## src/rtl/div32_if.sv

```systemverilog
// rtl/div32_if.sv - request/response bundle for the div32 sequential divider
interface div32_if #(
  parameter int WIDTH = 32
);
  logic               start;
  logic [WIDTH-1:0]   a;
  logic [WIDTH-1:0]   b;
  logic               busy;
  logic               done;
  logic [2*WIDTH-1:0] result;

  modport master (
    output start, a, b,
    input  busy, done, result
  );

  modport slave (
    input  start, a, b,
    output busy, done, result
  );
endinterface

```

## src/rtl/div32.sv

```systemverilog
// rtl/div32.sv - restoring radix-2 divider, WIDTH iterations, optional signed mode via DIV32_SIGNED_EN
module div32 #(
  parameter int WIDTH = 32
) (
  input  logic   clk,
  input  logic   rst,
  div32_if.slave bus
);

  localparam int CW = $clog2(WIDTH);
  localparam logic [CW-1:0] LAST = CW'(WIDTH - 1);

  typedef enum logic [1:0] {IDLE, RUN, DONE} state_t;

  state_t             state;
  logic [WIDTH-1:0]   dvs;
  logic [WIDTH-1:0]   rem;
  logic [WIDTH-1:0]   quo;
  logic [CW-1:0]      cnt;
  logic               busy_q;
  logic               done_q;
  logic [2*WIDTH-1:0] result_q;

  logic [WIDTH:0]     rem_sh;
  logic [WIDTH:0]     diff;
  logic               ge;
  logic [WIDTH-1:0]   rem_nx;
  logic [WIDTH-1:0]   quo_nx;
  logic [WIDTH-1:0]   a_cap;
  logic [WIDTH-1:0]   b_cap;
  logic [WIDTH-1:0]   q_fin;
  logic [WIDTH-1:0]   r_fin;

`ifdef DIV32_SIGNED_EN
  // Signs remembered from capture; operands run through the core as magnitudes.
  logic neg_q;
  logic neg_r;

  // Magnitudes at capture, sign fix-up on the final iteration's values.
  always_comb begin
    a_cap = bus.a[WIDTH-1] ? -bus.a : bus.a;
    b_cap = bus.b[WIDTH-1] ? -bus.b : bus.b;
    q_fin = neg_q ? -quo_nx : quo_nx;
    r_fin = neg_r ? -rem_nx : rem_nx;
  end
`else
  // Unsigned: operands and results pass straight through.
  always_comb begin
    a_cap = bus.a;
    b_cap = bus.b;
    q_fin = quo_nx;
    r_fin = rem_nx;
  end
`endif

  // One restoring step: shift {rem,quo}, trial-subtract the divisor at WIDTH+1 bits.
  always_comb begin
    rem_sh = {rem, quo[WIDTH-1]};
    diff   = rem_sh - {1'b0, dvs};
    ge     = ~diff[WIDTH];
    rem_nx = ge ? diff[WIDTH-1:0] : rem_sh[WIDTH-1:0];
    quo_nx = {quo[WIDTH-2:0], ge};
  end

  // Control FSM with registered busy/done/result; reset aborts any division.
  always_ff @(posedge clk) begin
    if (rst) begin
      state    <= IDLE;
      dvs      <= '0;
      rem      <= '0;
      quo      <= '0;
      cnt      <= '0;
      busy_q   <= 1'b0;
      done_q   <= 1'b0;
      result_q <= '0;
`ifdef DIV32_SIGNED_EN
      neg_q    <= 1'b0;
      neg_r    <= 1'b0;
`endif
    end else begin
      case (state)
        IDLE: begin
          done_q <= 1'b0;
          if (bus.start) begin
            state  <= RUN;
            dvs    <= b_cap;
            rem    <= '0;
            quo    <= a_cap;
            cnt    <= '0;
            busy_q <= 1'b1;
`ifdef DIV32_SIGNED_EN
            neg_q  <= bus.a[WIDTH-1] ^ bus.b[WIDTH-1];
            neg_r  <= bus.a[WIDTH-1];
`endif
          end
        end
        RUN: begin
          rem <= rem_nx;
          quo <= quo_nx;
          cnt <= cnt + 1'b1;
          if (cnt == LAST) begin
            state    <= DONE;
            busy_q   <= 1'b0;
            done_q   <= 1'b1;
            result_q <= {r_fin, q_fin};
          end
        end
        DONE: begin
          state  <= IDLE;
          done_q <= 1'b0;
        end
        default: begin
          state  <= IDLE;
          busy_q <= 1'b0;
          done_q <= 1'b0;
        end
      endcase
    end
  end

  assign bus.busy   = busy_q;
  assign bus.done   = done_q;
  assign bus.result = result_q;

endmodule

```

## src/flat_wrapper.sv

```systemverilog
// flat-port wrapper written by rule: the top's interface ports become plain ports
module div32_flat 
#(
  parameter int WIDTH = 32
)
  (clk, rst, bus_start, bus_a, bus_b, bus_busy, bus_done, bus_result);
  div32_if #(.WIDTH(WIDTH)) bus_i ();
  input  logic clk;
  input  logic rst;
  input wire logic [$bits(bus_i.start)-1:0] bus_start;
  input wire logic [$bits(bus_i.a)-1:0] bus_a;
  input wire logic [$bits(bus_i.b)-1:0] bus_b;
  output wire logic [$bits(bus_i.busy)-1:0] bus_busy;
  output wire logic [$bits(bus_i.done)-1:0] bus_done;
  output wire logic [$bits(bus_i.result)-1:0] bus_result;
  assign bus_i.start = bus_start;
  assign bus_i.a = bus_a;
  assign bus_i.b = bus_b;
  assign bus_busy = bus_i.busy;
  assign bus_done = bus_i.done;
  assign bus_result = bus_i.result;
  div32 #(.WIDTH(WIDTH)) u_core (.clk(clk), .rst(rst), .bus(bus_i));
endmodule
```

## config.mk

```make
export PLATFORM = sky130hd
export DESIGN_NAME = div32_flat
export DESIGN_NICKNAME = d
export VERILOG_FILES = /design/src/rtl/div32_if.sv /design/src/rtl/div32.sv /design/src/flat_wrapper.sv
export SDC_FILE = /design/constraint.sdc
export NUM_CORES = 1
export LEC_CHECK = 0
export CAP_MARGIN = 20
export CELL_PAD_IN_SITES_DETAIL_PLACEMENT = 1
export CELL_PAD_IN_SITES_GLOBAL_PLACEMENT = 1
export CORE_UTILIZATION = 43
export CTS_CLUSTER_DIAMETER = 150
export DETAILED_ROUTE_END_ITERATION = 8
export PLACE_DENSITY = 0.85
export RECOVER_POWER = 25
export SKIP_LAST_GASP = 1
export SLEW_MARGIN = 25
export SYNTH_ARGS = -nofsm -noshare
export SYNTH_HDL_FRONTEND = slang
export SYNTH_SLANG_ARGS = --single-unit
```

## constraint.sdc

```tcl
create_clock -name clk -period 8.6 [get_ports clk]
set_input_delay 1.29 -clock clk [delete_from_list [all_inputs] [get_ports clk]]
set_output_delay 1.29 -clock clk [all_outputs]
set_load 0.02 [all_outputs]
```

==> results.md, run 1 <==
- Run status: complete, no violations
- Crit path DAT: 4.51 ns
- Worst skew pair latency: 0.44 ns
- Placer Congestion: 0.8080
- Adder-cell share of the synthesized area: 5.249%
- Synth area leaders: dfxtp_1, nand2_1, a21oi_1, ha_1, nor2_1
- Post-synthesis xor/xnor area fraction: 2.374%
- Flop pwr share: 35.9%
- Share of layout cells above drive strength 1: 4.868%
- Post-synthesis mux area share: 3.893%
- Setup TNS: 0 ns
- CP Capture Type: flop
- Post-CTS Setup Bufs: 0
- Initial core utilization: 43.74%
- Register area: 0.003383 sq mm
- Fraction of registers with async set/reset: 0%
- GRT Overall Usage: 25.60%
- Die ar.: 0.02030 sq mm
- Peak VDD IR: 137.7 uV
- Syn Area/Cell: 7.938 sq um
- Synth Area in Simple Gates: 21.16%
- H-tree depth: 4
- Final Cycle Share: 48.12%
- Final Hold Viols: 0
- Total of max-cap violations: 0
- ANT cells: 0
- Number of synthesized flops with an enable pin: 0
- Area of the core: 0.01940 sq mm
- Most frequent cells in the layout: nand2_1, dfxtp_1, nor2_1, a21oi_1, clkdlybuf4s50_1
- Internal power: 1556 uW
- Area of the mapped netlist: 0.008486 sq mm
- Highest metal layer with signal wires: met4
- Compound-Gate Fraction of Synth Area: 21.14%
- Comb pwr share: 31.3%
- TritonCTS buffer count: 17
- Die Y: 142.5 microns
- Crit-path slowest cell: clkbuf_1
- Register area share after synthesis: 39.87%
- DIE WIDTH: 142.5 microns
- Worst-path clk slew: 0.07 ns
- DRC viols: 0
- PortBufs: 132
- Resize count post-CTS: 0
- Slew Limit Fails: 0
- Net Count, Synth: 1171
- Cell taking the most area after synthesis: dfxtp_1
- #FFs+latches synth: 169
- Min-Delay Path Class: reg -> reg
- Post-layout util: 54.25%
- Slew HR: 14.45%
- Largest net degree at the start of global routing: 93
- CP peak stage delay: 0.75 ns
- Synth Instances: 1069
- NumNets Final: 1260
- Total congestion overflow: 0
- Most common cell after layout, fill and taps aside: nand2_1
- Critical Path RT: 8.98 ns
- F_max: 0.2416 GHz
- Area of the multi-input gates: 0.004589 sq mm
- 1st-pass router iterations: 5
- Post-synth top flop: dfxtp_1
- Initial antenna violation count: 0
- Worst-path cell chain: dlygate4sd3_1, clkbuf_1, nand2b_1, or2_2, nor2_2, a222oi_1, inv_1
- Unique masters post-synth: 69
- Measured slew at the worst slew-check pin: 1.283 ns
- Pwr/cell area: 225.7 mW/mm^2
- Clock power share: 32.8%
- Vias in the first global route: 8142
- Num rows: 51
- Initial DRC count: 417
- Hold_ws: 0.4495 ns
- Pwr Total: 2376 uW
- Root Buffer: clkbuf_16
- Layout area overhead: 24.02%
- Setup violators final: 0
- Clk sinks: 169
- Startpoint types: primary input
- Drt wl/cell: 17.57 microns
- Final HPWL DP: 16770 microns
- RSZ-0062 raised after global routing: no
- TritonCTS clock tree: built
- # IOs: 133
- Min Tclk post-route: 4.138 ns
- CTS max path bufs: 2
- Post-DRT Antenna Nets: 0
- Syn. warnings: 0
- Crit Path Category: in -> reg
- Largest fanout on the critical path: 35
- Psw: 819.2 uW
- WL final: 25230 microns
- Net Sw Frac: 34.48%
- Vias per inst: 5.546
- Global-route wire length before repair: 41110 microns
- WL met1: 11380 microns
- Routed vias: 7964
- Fillers: 2362
- Top cell type's share of synthesized area: 39.87%
- Leak: 0.004151 uW
- Hold buffers post-CTS: 0
- Main combinational cell family by area after synthesis: simple AND/OR/NAND/NOR gates
- Met2 Wirelength: 12540 microns
- Fin Clk Skew: 0.009844 ns
- Met3 wire len: 700 microns
worst max-delay path, delay by kind of cell:
family,cells,cell delay (ns)
buffers and inverters,3,1.38
AOI/OAI and AO/OA,1,0.21
and+or+nand+nor,3,1.60
cells in the mapped netlist (5+ instances only):
master,n
a211o_1,7
a211oi_1,34
a21o_1,17
a21oi_1,106
a222oi_1,15
a22o_1,5
a31oi_1,8
and3_1,6
buf_2,6
clkbuf_1,56
dfxtp_1,169
ha_1,34
inv_1,55
mux2i_1,33
nand2_1,184
nand2b_1,6
nand3_1,15
nand4_1,5
nor2_1,110
nor2b_1,23
nor3_1,27
o211ai_1,6
o21ai_0,47
xnor2_1,18
xor2_1,5
registers in the layout, summed over array words and instances, names as in the netlist:
register and cells:
u_core.dvs 32, u_core.bus.done 1, u_core.quo 32, u_core.rem 32, u_core.bus.busy 1, u_core.state 2, u_core.bus.result 64, u_core.cnt 5
cells by family (layout without fill, tap and decap cells):
group,Yosys count,after routing
DFF,169,169
xor gates and xnor gates,23,23
and+or+nand+nor,406,406
muxes,33,33
adders and majority gates,35,35
buffers and inverters,126,228
AOI/OAI and AO/OA,277,277
through the flow:
| stage | setup slack (ns) | area, sq um | instances |
|---|---|---|---|
| 2_1_floorplan | 5.621 | 8486 | 1069 |
| 3_3_place_gp | 4.527 | 9874 | 1402 |
| 3_5_place_dp | 4.788 | 9912 | 1403 |
| 4_1_cts | 4.917 | 10510 | 1435 |
| 5_1_grt | 4.338 | 10520 | 1436 |
| 6_report | 4.462 | 10520 | 1436 |
final cells by class:
cell class                      count  area share (%)
Multi-Input combinational cell    774           43.61
Timing Repair Buffer              141           13.45
Sequential cell                   169           32.15
Clock buffer                       20           4.435
Inverter                           55           1.962
Clock inverter                     12           1.248
Tap cell                          265           3.151
power groups by stage:
stage	registers, uW	clock network, uW	logic [uW]
after floorplan	858	0	576
final	852	780	743
after global routing	857	819	811
after detailed placement	868	0	723
after CTS	852	793	739
after global placement	866	0	706
per-layer routing:
layer,global-route usage (%),vias up
met5,0,-
met4,10.02,0
met3,3.129,39
met2,44.76,149
met1,31.94,3891
li1,-,3885
worst paths after layout:
check | slack, ns | startpoint | to | cells past startpoint
setup reg to reg | 4.88 | u_core.quo[31] | u_core.rem[23] | 12
hold / removal | 0.45 | u_core.bus.result[7] | u_core.bus.result[7] | 2
setup / recovery | 4.46 | bus_start | u_core.quo[26] | 7
hold reg to reg | 0.45 | u_core.bus.result[7] | u_core.bus.result[7] | 2
Note: power is estimated with default switching activity, not from simulation.
==> inputs of run 2 (changes only) <==
--- a/config.mk
+++ b/config.mk
@@ -8,10 +8,10 @@
 export CAP_MARGIN = 20
 export CELL_PAD_IN_SITES_DETAIL_PLACEMENT = 1
 export CELL_PAD_IN_SITES_GLOBAL_PLACEMENT = 1
-export CORE_UTILIZATION = 43
+export CORE_UTILIZATION = 40
 export CTS_CLUSTER_DIAMETER = 150
 export DETAILED_ROUTE_END_ITERATION = 8
-export PLACE_DENSITY = 0.85
+export PLACE_DENSITY = 0.79
 export RECOVER_POWER = 25
 export SKIP_LAST_GASP = 1
 export SLEW_MARGIN = 25
==> constraint.sdc (replaced) <==
create_clock -name clk -period 4.03 [get_ports clk]
set_input_delay 0.6045 -clock clk [delete_from_list [all_inputs] [get_ports clk]]
set_output_delay 0.6045 -clock clk [all_outputs]
set_load 0.02 [all_outputs]
==> run 2 against run 1 <==
  * Sequential power increased by 110%
  * Largest power group unchanged
  * Setup slack got worse by 3.8 ns
  * The flow now finishes with violations (capacitance limit, slew limit)
  * Power increased by 120%
  * Critical path depth increased by 5
  * Die area increased by 7.4%
==> results.md, run 2 (synthesis results as in run 1) <==
- Run status: complete, but fails checks (was complete, no violations)
- Failing checks: capacitance limit, slew limit
- Crit Path Category: reg -> reg (was in -> reg)
- Measured slew at the worst slew-check pin: 1.773 ns (was 1.283 ns)
- F_max: 0.2960 GHz
- Total of max-cap violations: 1 (was 0)
- TritonCTS buffer count: 17 (unchanged)
- Final HPWL DP: 17050 microns (was 16770 microns)
- RSZ-0062 raised after global routing: no (unchanged)
- Setup TNS: 0 ns (unchanged)
- WL final: 25130 microns (was 25230 microns)
- Most common cell after layout, fill and taps aside: nand2_1 (unchanged)
- Initial core utilization: 41.40% (was 43.74%)
- Worst path most repeated cell: a21o_1
- Peak VDD IR: 349.7 uV (was 137.7 uV)
- Final Cycle Share: 83.84%
- Share of layout cells above drive strength 1: 4.945% (was 4.868%)
- Final worst setup slack: 0.6513 ns (was 4.462 ns)
- Final Hold Viols: 0 (unchanged)
- Worst r2r src: u_core.quo[31] (unchanged)
- Leak: 0.004185 uW (was 0.004151 uW)
- # IOs: 133 (unchanged)
- Hold_sp: u_core.bus.result[4] (was u_core.bus.result[7])
- CTS max path bufs: 2 (unchanged)
- Largest fanout on the critical path: 40 (was 35)
- Die ar.: 0.02180 sq mm (was 0.02030 sq mm)
- DRC viols: 0 (unchanged)
- Reg-to-reg slack, setup: 0.65 ns (was 4.88 ns)
- Crit path max-delay family: compound AO/OA/AOI/OAI gates (was simple AND/OR/NAND/NOR gates)
- Most frequent cells in the layout: nand2_1, dfxtp_1, nor2_1, a21oi_1, clkdlybuf4s50_1 (unchanged)
- CP peak stage delay: 0.40 ns (was 0.75 ns)
- Vias per inst: 5.475 (was 5.546)
- Slew HR: -18.18% (was 14.45%)
- GRT Overall Usage: 23.93% (was 25.60%)
- Global-route wire length before repair: 41560 microns (was 41110 microns)
- Die Y: 147.7 microns (was 142.5 microns)
- Reg2Reg Depth: 12 (unchanged)
- Startpoint types: flop (was primary input)
- Initial antenna violation count: 0 (unchanged)
- Placer Congestion: 0.8003 (was 0.8080)
- Post-CTS Setup Bufs: 0 (unchanged)
- Largest net degree at the start of global routing: 93 (unchanged)
- Worst-path clk slew: 0.07 ns (about the same)
- Critical Path RT: 4.26 ns (was 8.98 ns)
- Crit path DAT: 3.61 ns (was 4.51 ns)
- Terminus of the critical flop-to-flop path: u_core.bus.result[42] (was u_core.rem[23])
- Crit-path slowest cell: fa_1 (was clkbuf_1)
- Fin Clk Skew: 0.009160 ns (was 0.009844 ns)
- Pwr/cell area: 487.4 mW/mm^2 (was 225.7 mW/mm^2)
- Hold endpoint: u_core.bus.result[4] (was u_core.bus.result[7])
- Resize count post-CTS: 0 (unchanged)
- Drt wl/cell: 17.41 microns (was 17.57 microns)
- Hold buffers post-CTS: 0 (unchanged)
- 1st-pass router iterations: 5 (unchanged)
- PortBufs: 132 (unchanged)
- Post-route cell area: 0.01052 sq mm (about the same)
- Worst hold stages: 2 (unchanged)
- Setup violators final: 0 (unchanged)
- Min Tclk post-route: 3.379 ns
- Area of the core: 0.02049 sq mm (was 0.01940 sq mm)
- Max FFs per register: 64 (unchanged)
- TritonCTS clock tree: built (unchanged)
- Setup crit start: u_core.quo[31] (was bus_start)
- Routed vias: 7900 (was 7964)
- ANT cells: 0 (unchanged)
- Initial DRC count: 494 (was 417)
- Pre-CTS setup slack: 0.7058 ns (was 4.788 ns)
- Post-DRT Antenna Nets: 0 (unchanged)
- NumNets Final: 1263 (was 1260)
- Vias in the first global route: 8105 (was 8142)
- Worst-path cell chain: inv_1, ha_1, fa_1, and2b_1, o2111ai_1, a21o_1, o211a_2, a21o_1, a211oi_4, buf_12, mux2i_1, a211oi_1 (was dlygate4sd3_1, clkbuf_1, nand2b_1, or2_2, nor2_2, a222oi_1, inv_1)
- Slew Limit Fails: 83 (was 0)
- Num rows: 52 (was 51)
- Worst skew pair latency: 0.44 ns (about the same)
- Total congestion overflow: 0 (unchanged)
- Root Buffer: clkbuf_16 (unchanged)
- H-tree depth: 4 (unchanged)
- CP bufs+invs: 2 (was 3)
- Pwr Total: 5126 uW (was 2376 uW)
- Clk sinks: 169 (unchanged)
- DIE WIDTH: 147.7 microns (was 142.5 microns)
- Placed instance area: 0.009936 sq mm (was 0.009912 sq mm)
- CP Capture Type: flop (unchanged)
- Min-Delay Path Class: reg -> reg (unchanged)
- Layout area overhead: 23.96% (was 24.02%)
## run 2: routing by layer
metal  up-vias  track usage [%]  wire length [microns]  part of all wire [%]
met5         -                0                      0                     0
li1       3892                -                      -                     -
met3        21            4.660                    994                   4.0
met1      3844            31.09                  11790                    47
met4         0            6.082                    306                   1.2
met2       143            40.54                  12030                    48
## run 2: final cells by class
cell class / instances / area [sq um]
clock inverters: 13 / 160.2
multi-input cells: 774 / 4587
clock buffers: 18 / 439.2
flip-flops and latches: 169 / 3383
repair buffers: 144 / 1405
well taps: 270 / 337.8
fillers: 2490 / 9976
inverters: 55 / 206.4
## run 2: worst max path at each step
stage / endpoint / slack, ns / cells after the start
final: u_core.bus.result[42] / 0.65 / 12
after global routing: u_core.bus.result[42] / 0.49 / 12
after CTS: u_core.bus.result[42] / 0.70 / 12
after detailed placement: u_core.rem[10] / 0.71 / 12
after global placement: u_core.bus.result[44] / 0.85 / 12
after floorplan: u_core.bus.result[59] / 1.05 / 12
## run 2: where the power goes
group	switching (uW)	internal (uW)	total, uW
Sequential	65.1	1750	1810
Combinational	938	665	1600
Clock	762	947	1710
Total	1760	3360	5130
## run 2: worst reg2reg max path: stages (launching register included)
cell	delay [ns]
dfxtp_1	0.33
inv_1	0.07
ha_1	0.23
fa_1	0.40
and2b_1	0.23
o2111ai_1	0.15
a21o_1	0.23
o211a_2	0.29
a21o_1	0.23
a211oi_4	0.26
buf_12	0.31
mux2i_1	0.35
a211oi_1	0.12
## run 2: metrics by stage
| step | hold WS, ns | std cells | utilization, % |
|---|---|---|---|
| after floorplan | 0.4363 | 1069 | - |
| after global placement | 0.4423 | 1412 | 48.46 |
| after detailed placement | 0.4486 | 1412 | 48.48 |
| after CTS | 0.4578 | 1443 | 51.40 |
| after global routing | 0.4768 | 1443 | 51.32 |
| final | 0.4521 | 1443 | 51.32 |
